==> config.mk <==
export PLATFORM = sky130hd
export DESIGN_NAME = rv32b_exec_unit
export DESIGN_NICKNAME = d
export VERILOG_FILES = /design/src/rtl/rv32b_exec_unit.sv
export SDC_FILE = /design/constraint.sdc
export NUM_CORES = 1
export LEC_CHECK = 0
export CORE_MARGIN = 1.5
export CORE_UTILIZATION = 50
export DETAILED_ROUTE_END_ITERATION = 8
export PLACE_DENSITY = 0.7
export SLEW_MARGIN = 0
export SYNTH_ARGS = -nofsm -noshare
export SYNTH_HDL_FRONTEND = slang
export SYNTH_SLANG_ARGS = --single-unit
==> constraint.sdc <==
create_clock -name CLK -period 11.89 [get_ports CLK]
set_input_delay 1.7835 -clock CLK [delete_from_list [all_inputs] [get_ports CLK]]
set_output_delay 1.7835 -clock CLK [all_outputs]
set_load 0.05 [all_outputs]
==> src/rtl/rv32b_exec_unit.sv <==
// Execute-stage unit for the RV32 Zba/Zbb/Zbs subset.
// Most ops retire one cycle after issue; CLZ/CTZ/CPOP scan COUNT_STEP bits per cycle.
package rv32b_pkg;
    typedef enum logic [4:0] {
        OP_SH1ADD = 5'd0,  OP_SH2ADD = 5'd1,  OP_SH3ADD = 5'd2,  OP_ANDN  = 5'd3,
        OP_ORN    = 5'd4,  OP_XNOR   = 5'd5,  OP_CLZ    = 5'd6,  OP_CTZ   = 5'd7,
        OP_CPOP   = 5'd8,  OP_MAX    = 5'd9,  OP_MAXU   = 5'd10, OP_MIN   = 5'd11,
        OP_MINU   = 5'd12, OP_SEXTB  = 5'd13, OP_SEXTH  = 5'd14, OP_ZEXTH = 5'd15,
        OP_ROL    = 5'd16, OP_ROR    = 5'd17, OP_ORCB   = 5'd18, OP_REV8  = 5'd19,
        OP_BCLR   = 5'd20, OP_BEXT   = 5'd21, OP_BINV   = 5'd22, OP_BSET  = 5'd23
    } rv32b_op_t;

    typedef struct packed {
        logic      claim;
        rv32b_op_t op;
    } rv32b_decode_t;
endpackage

// state  | meaning
// IDLE   | ready to accept; simple ops and single-step counts retire from here
// COUNT  | multi-cycle bit scan in progress, busy asserted
module rv32b_exec_unit #(
    parameter int COUNT_STEP = 8
) (
    input  logic                     CLK,
    input  logic                     nRST,
    input  logic                     start,
    input  rv32b_pkg::rv32b_decode_t rv32b_control,
    input  logic [31:0]              rs1_data,
    input  logic [31:0]              rs2_data,
    input  logic                     flush,
    output logic                     busy,
    output logic                     done,
    output logic [31:0]              result
);
    import rv32b_pkg::*;

    localparam int STEPS = 32 / COUNT_STEP;
    localparam logic [4:0] CNT_LOAD = (STEPS > 1) ? 5'(STEPS - 2) : 5'd0;

    typedef enum logic {ST_IDLE, ST_COUNT} state_t;

    state_t      state_q, state_d;
    logic [4:0]  cnt_q, cnt_d;
    logic [31:0] data_q, data_d;
    logic [5:0]  acc_q, acc_d;
    logic        found_q, found_d;
    logic        cpop_q, cpop_d;
    logic        done_q, done_d;
    logic [31:0] result_q, result_d;

    logic [4:0]  sh;
    logic [63:0] rol64, ror64;
    logic [31:0] a_rev, orc, simple_res;
    logic [31:0] src, step_data;
    logic [5:0]  acc_in, step_acc;
    logic        found_in, cpop_in, step_found;
    logic        accept, is_count;

    always_comb begin
        sh    = rs2_data[4:0];
        rol64 = {rs1_data, rs1_data} << sh;
        ror64 = {rs1_data, rs1_data} >> sh;
        a_rev = '0;
        orc   = '0;
        for (int i = 0; i < 32; i++) a_rev[i] = rs1_data[31-i];
        for (int j = 0; j < 4; j++) orc[8*j +: 8] = (rs1_data[8*j +: 8] != 8'h00) ? 8'hFF : 8'h00;

        simple_res = '0;
        case (rv32b_control.op)
            OP_SH1ADD: simple_res = (rs1_data << 1) + rs2_data;
            OP_SH2ADD: simple_res = (rs1_data << 2) + rs2_data;
            OP_SH3ADD: simple_res = (rs1_data << 3) + rs2_data;
            OP_ANDN:   simple_res = rs1_data & ~rs2_data;
            OP_ORN:    simple_res = rs1_data | ~rs2_data;
            OP_XNOR:   simple_res = ~(rs1_data ^ rs2_data);
            OP_MAX:    simple_res = ($signed(rs1_data) > $signed(rs2_data)) ? rs1_data : rs2_data;
            OP_MAXU:   simple_res = (rs1_data > rs2_data) ? rs1_data : rs2_data;
            OP_MIN:    simple_res = ($signed(rs1_data) < $signed(rs2_data)) ? rs1_data : rs2_data;
            OP_MINU:   simple_res = (rs1_data < rs2_data) ? rs1_data : rs2_data;
            OP_SEXTB:  simple_res = {{24{rs1_data[7]}}, rs1_data[7:0]};
            OP_SEXTH:  simple_res = {{16{rs1_data[15]}}, rs1_data[15:0]};
            OP_ZEXTH:  simple_res = {16'h0000, rs1_data[15:0]};
            OP_ROL:    simple_res = rol64[63:32];
            OP_ROR:    simple_res = ror64[31:0];
            OP_ORCB:   simple_res = orc;
            OP_REV8:   simple_res = {rs1_data[7:0], rs1_data[15:8], rs1_data[23:16], rs1_data[31:24]};
            OP_BCLR:   simple_res = rs1_data & ~(32'h1 << sh);
            OP_BSET:   simple_res = rs1_data | (32'h1 << sh);
            OP_BINV:   simple_res = rs1_data ^ (32'h1 << sh);
            OP_BEXT:   simple_res = {31'h0, rs1_data[sh]};
            default:   simple_res = '0;
        endcase
    end

    // CTZ is scanned as CLZ of the bit-reversed operand, so one MSB-first walker serves all three.
    always_comb begin
        if (state_q == ST_COUNT) begin
            src      = data_q;
            acc_in   = acc_q;
            found_in = found_q;
            cpop_in  = cpop_q;
        end else begin
            src      = (rv32b_control.op == OP_CTZ) ? a_rev : rs1_data;
            acc_in   = '0;
            found_in = 1'b0;
            cpop_in  = (rv32b_control.op == OP_CPOP);
        end
        step_acc   = acc_in;
        step_found = found_in;
        for (int i = 0; i < COUNT_STEP; i++) begin
            if (cpop_in) begin
                step_acc = step_acc + {5'd0, src[31-i]};
            end else if (!step_found) begin
                if (src[31-i]) step_found = 1'b1;
                else           step_acc   = step_acc + 6'd1;
            end
        end
        step_data = src << COUNT_STEP;
    end

    assign is_count = (rv32b_control.op == OP_CLZ) || (rv32b_control.op == OP_CTZ) ||
                      (rv32b_control.op == OP_CPOP);
    assign accept   = start && rv32b_control.claim && (state_q == ST_IDLE);

    always_comb begin
        state_d  = state_q;
        cnt_d    = cnt_q;
        data_d   = data_q;
        acc_d    = acc_q;
        found_d  = found_q;
        cpop_d   = cpop_q;
        done_d   = 1'b0;
        result_d = result_q;
        if (flush) begin
            state_d = ST_IDLE;
            cnt_d   = '0;
        end else begin
            case (state_q)
                ST_IDLE: begin
                    if (accept) begin
                        if (!is_count) begin
                            result_d = simple_res;
                            done_d   = 1'b1;
                        end else if (STEPS > 1) begin
                            state_d = ST_COUNT;
                            cnt_d   = CNT_LOAD;
                            data_d  = step_data;
                            acc_d   = step_acc;
                            found_d = step_found;
                            cpop_d  = cpop_in;
                        end else begin
                            result_d = {26'd0, step_acc};
                            done_d   = 1'b1;
                        end
                    end
                end
                ST_COUNT: begin
                    if (cnt_q == 5'd0) begin
                        result_d = {26'd0, step_acc};
                        done_d   = 1'b1;
                        state_d  = ST_IDLE;
                    end else begin
                        cnt_d   = cnt_q - 5'd1;
                        data_d  = step_data;
                        acc_d   = step_acc;
                        found_d = step_found;
                    end
                end
                default: state_d = ST_IDLE;
            endcase
        end
    end

    always_ff @(posedge CLK) begin
        if (!nRST) begin
            state_q  <= ST_IDLE;
            cnt_q    <= '0;
            data_q   <= '0;
            acc_q    <= '0;
            found_q  <= 1'b0;
            cpop_q   <= 1'b0;
            done_q   <= 1'b0;
            result_q <= '0;
        end else begin
            state_q  <= state_d;
            cnt_q    <= cnt_d;
            data_q   <= data_d;
            acc_q    <= acc_d;
            found_q  <= found_d;
            cpop_q   <= cpop_d;
            done_q   <= done_d;
            result_q <= result_d;
        end
    end

    assign busy   = (state_q == ST_COUNT);
    assign done   = done_q;
    assign result = result_q;
endmodule

# Word level (Yosys, flattened, before mapping)
# Cells that the tools add are included.
# classes
addsub	20
order_cmp	5
eq_ne	28
n_shift	3
mux	92
n_bitwise	12
reduce_logical	15
# op_table
cell	n
$pmux 32 s21	1
$mux 32	12
$mux 6	28
$pmux 32 s2	2
$add 32x32->32	3
$not 32->32	3
$and 32x32->32	2
$gt 32x32->1	2
$lt 32x32->1	2
$or 32x32->32	2
$shl 64x5->64	1
$shr 64x5->32	1
$xor 32x32->32	2
$add 6x1->6	8
$add 6x1->6 const B	8
$eq 5x4->1 const B	8
$eq 5x5->1 const B	8
$mux 1	36
$mux 8	4
$reduce_bool 8->1	4
$shl 1x5->32 const A	1
$eq 5x3->1 const B	4
$mux 5	3
$pmux 6 s2	1
16 further kinds	29
# word_totals
regBits	79
input_bits	74
elab_cells	183

# Depth between registers and ports, before layout
# logic_depth
word_depth	37
mapped_depth	41

# Worst setup path before layout
# OpenSTA, ideal clock, no wires.
# synth_path
path_kind	input port to flip-flop
from	input port rv32b_control[1] (netlist name)
to	register result_q[4] (netlist: result[4])
setup_ns	0.070
arrival_ns	10.247
t_required_ns	11.820
path_slack_ns	1.573
path_stages	40
n_path_buf	2
path_cell_list	clkbuf_1 and2_1 clkbuf_1 o21ai_0 or3_1 ha_1 mux2i_1 a222oi_1 inv_1 ha_1 o22ai_2 inv_1 ha_1 inv_1 o41ai_1 a211o_1 ha_1 nor3_1 [4 not listed] o21ai_0 nor2_1 ha_1 or2_2 a21boi_0 nor3_1 ha_1 o2bb2ai_1 nor3_1 ha_1 nand2_1 o31ai_1 nor2b_1 nand4_1 o21bai_1 o221a_2 mux2_4 a21oi_1
# synth_via
elab_chain_len	36
# synth_rtl
item	line_no	source
start: declaration	28	input rv32b_pkg::rv32b_decode_t rv32b_control,
parallel branches: the longest is 36 deep, another holds $add 6x1->6	--	
end signal: assignment	193	result_q <= result_d;
end: declaration	50	logic [31:0] result_q, result_d;
# Parallel ways; which one is timed is not known. The select of a mux whose other input is x is not followed.
# A chain may end at the register's enable or synchronous reset.

# Worst setup path in the final report
# layout_path
from	input port rv32b_control[3] (netlist name)
to	register result_q[4] (netlist: result[4])
# The elaborated chain is that of the path after synthesis.

==> flow_metrics.env <==
export IMPL_cellPowerDensity_nw_per_um2=72.8
export IMPL_ioPinCount=108
export IMPL_wirelength_um=80400
export IMPL_post_cts_buffers=0
export IMPL_synth_seq_area_share=0.0840
export IMPL_clockBufferDepth=2
export IMPL_grt_max_degree=70
export IMPL_synth_compound_area_share=0.343
export IMPL_cpPeakStageDelay_ns=0.66
export IMPL_first_pass_iters=8
export IMPL_cp_slowest_cell="clkdlybuf4s50_1"
export IMPL_vias=20947
export IMPL_setup_ws_ns=0.882
export IMPL_root_buffer="clkbuf_16"
export IMPL_path_class="in2reg"
export IMPL_setup_violations=0
export IMPL_slew_viol_final=0
export IMPL_ys_warn_count=0
export IMPL_fin_nets=2741
export IMPL_crit_path_end_kind="flop"
export IMPL_postCtsHoldBufs=0
export IMPL_drive_gt1_frac=0.0626
export IMPL_cp_required_ns=12.20
export IMPL_place_congestion=1.08
export IMPL_grt_pass1_wl_um=119000
export IMPL_initial_utilization=0.506
export IMPL_pwr_share_comb=0.596
export IMPL_worst_pin_slew_ns=1.19
export IMPL_track_usage=0.445
export IMPL_finClkSkew_ns=0.0180
export IMPL_ys_top_cells_by_area="mux2i_1 11%, ha_1 11%, dfxtp_1 8.4%"
export IMPL_path_clk_slew_ns=0.07
export IMPL_synthXorXnorAreaFrac=0.0555
export IMPL_syn_avg_cell_area_um2=6.74
export IMPL_synthAdderAreaFrac=0.111
export IMPL_yosys_top_cells_count="307 x nor2_1, 243 x a21oi_1, 225 x nand2_1, 225 x o21ai_0, 186 x mux2i_1"
export IMPL_clk_latency_ns=0.38
export IMPL_max_slew_margin_rel=0.201
export IMPL_period_minus_slack_ns=11.01
export IMPL_muxShareOfSynthArea=0.118
export IMPL_synth_top_area_frac=0.110
export IMPL_status="finished, final reports clean"
export IMPL_drtIter0Drc=2968
export IMPL_fillers=3299
export IMPL_synthSimpleGateAreaFrac=0.228
export IMPL_num_rows=67
export IMPL_clockPowerShare=0.224
export IMPL_worstPathMaxFanout=16
export IMPL_finalCritPeriodShare=0.926
export IMPL_tns_ns=0
export IMPL_yosys_area_top_type="mux2i_1"
export IMPL_r2r_cells=41
export IMPL_grt_pass1_vias=19501
export IMPL_p_switching_mw=0.665
export IMPL_synth_top_family_by_area="compound AO/OA/AOI/OAI gates"
export IMPL_die_area_um2=35000
export IMPL_synthToLayoutAreaGrowth_pct=10.5
export IMPL_syn_inst=2509
export IMPL_post_dp_hpwl_um=59100
export IMPL_rsz0062_at_grt="false"
export IMPL_gr_total_overflow=0
export IMPL_cts_tree="done"
export IMPL_post_drt_wl_per_cell_um=27.0
export IMPL_synth_nets=2731
export IMPL_drc=0
export IMPL_min_path_cells=2
export IMPL_path_common_cell="ha_1"
export IMPL_max_cap_violations=0
export IMPL_cp_arrival_ns=11.32
export IMPL_cts_htree_levels=3
export IMPL_p_leak_nw=7.61
export IMPL_pre_cts_ws_ns=0.672
export IMPL_timing_final_hold_violations=0
export IMPL_ys_async_sr_fraction=0
export IMPL_yosysUniqueCellTypes=101
export IMPL_synth_edf_count=0
export IMPL_antenna_left=0
export IMPL_worstSetupStartpointType="input port"
export IMPL_antenna_found_initial=2
export IMPL_io_buffers=107
export IMPL_die_y_um=187
export IMPL_synth_most_common_cell="nor2_1"
export IMPL_synth_seq_cells=71
export IMPL_synthFlopType="dfxtp_1"
export IMPL_fmax_ghz=0.0908
export IMPL_ir_drop_mv=0.0762
export IMPL_synth_area_um2=16900
export IMPL_post_cts_resized=0
export IMPL_seq_power_share=0.180
export IMPL_cts_buffers=9
export IMPL_clock_sinks=71
export IMPL_die_width_um=187
export IMPL_hold_class="reg2reg"
export IMPL_switching_share=0.489
export IMPL_routed_via_density=7.05
export IMPL_p_int_mw=0.695
export IMPL_core_area_um2=33400
==> cell type report <==
cell class                      instances  area, um2  area share
Antenna cell                            1       2.50    0.000134
Clock buffer                           10        229      0.0122
Clock inverter                          6       68.8     0.00368
Inverter                               75        282      0.0151
Multi-Input combinational cell       2178      14500       0.776
Sequential cell                        71       1420      0.0761
Tap cell                              448        561      0.0300
Timing Repair Buffer                  184       1630      0.0870
==> stage by stage <==
stage               cell area [um2]  hold WS [ns]  std cells   util  power (mW)
floorplan                     16900         0.437       2509      -       0.769
global placement              18400         0.442       2956  0.550        1.02
detailed placement            18400         0.447       2956  0.550        1.02
CTS                           18700         0.455       2972  0.559        1.33
global route                  18700         0.475       2972  0.559        1.42
finish                        18700         0.457       2973  0.559        1.36
==> power by group through the flow <==
| stage | combinational, mW | sequential (mW) | clock [mW] |
|---|---|---|---|
| after floorplan | 0.509 | 0.261 | 0 |
| after global placement | 0.765 | 0.250 | 0 |
| after detailed placement | 0.773 | 0.250 | 0 |
| after CTS | 0.778 | 0.245 | 0.305 |
| after global routing | 0.861 | 0.245 | 0.316 |
| final | 0.811 | 0.245 | 0.304 |
==> routing by layer <==
metal	wire, um	global-route usage	vias up
met3	10600	0.150	363
met4	5710	0.271	4
li1	-	-	9367
met2	32600	0.652	1419
met5	59	0.0137	-
met1	31300	0.559	9794
==> path summary, 6_finish.rpt <==
path                                        from          to  slack, ns
worst min-delay path                  data_q[26]  data_q[26]       0.46
worst max register to register              busy   result[4]       1.91
worst min register to register        data_q[26]  data_q[26]       0.46
worst max-delay path            rv32b_control[3]   result[4]       0.88
==> sequential cells by signal (all words and copies together) (netlist names) <==
register	flops
result	32
data_q	24
acc_q	6
cnt_q	5
busy	1
cpop_q	1
done	1
found_q	1
==> cell usage in the layout (no fill, tap or decap), types with 20 or more instances in the layout <==
cell	count
xor2_1	40
o22ai_1	41
inv_1	70
a22oi_1	42
a31oi_1	22
nand3_1	53
a221oi_1	45
o21ai_0	225
nand2b_1	53
a211oi_1	20
a21o_1	50
clkdlybuf4s50_1	102
dfxtp_1	70
ha_1	145
nor4_1	26
buf_4	78
a221o_1	20
nand2_1	225
mux2i_1	186
a21oi_1	243
o21bai_1	30
xnor2_1	60
nor2_1	303
nand4_1	25
nor3_1	41
==> critical path: cells and delay by family <==
family / cells / cell delay, ns
adders and majority gates: 8 / 2.33
and+or+nand+nor: 14 / 3.19
AOI/OAI and AO/OA: 12 / 2.60
buffers and inverters: 5 / 1.11
muxes: 1 / 0.30
==> logic make-up after synthesis <==
group | Yosys count
AO/OA/AOI/OAI | 898
XOR/XNOR | 103
adder cells (fa/ha/maj) | 148
buffers and inverters | 260
flip-flops | 71
multiplexers | 197
AND/OR/NAND/NOR | 832
(Power assumes the default switching activity.)
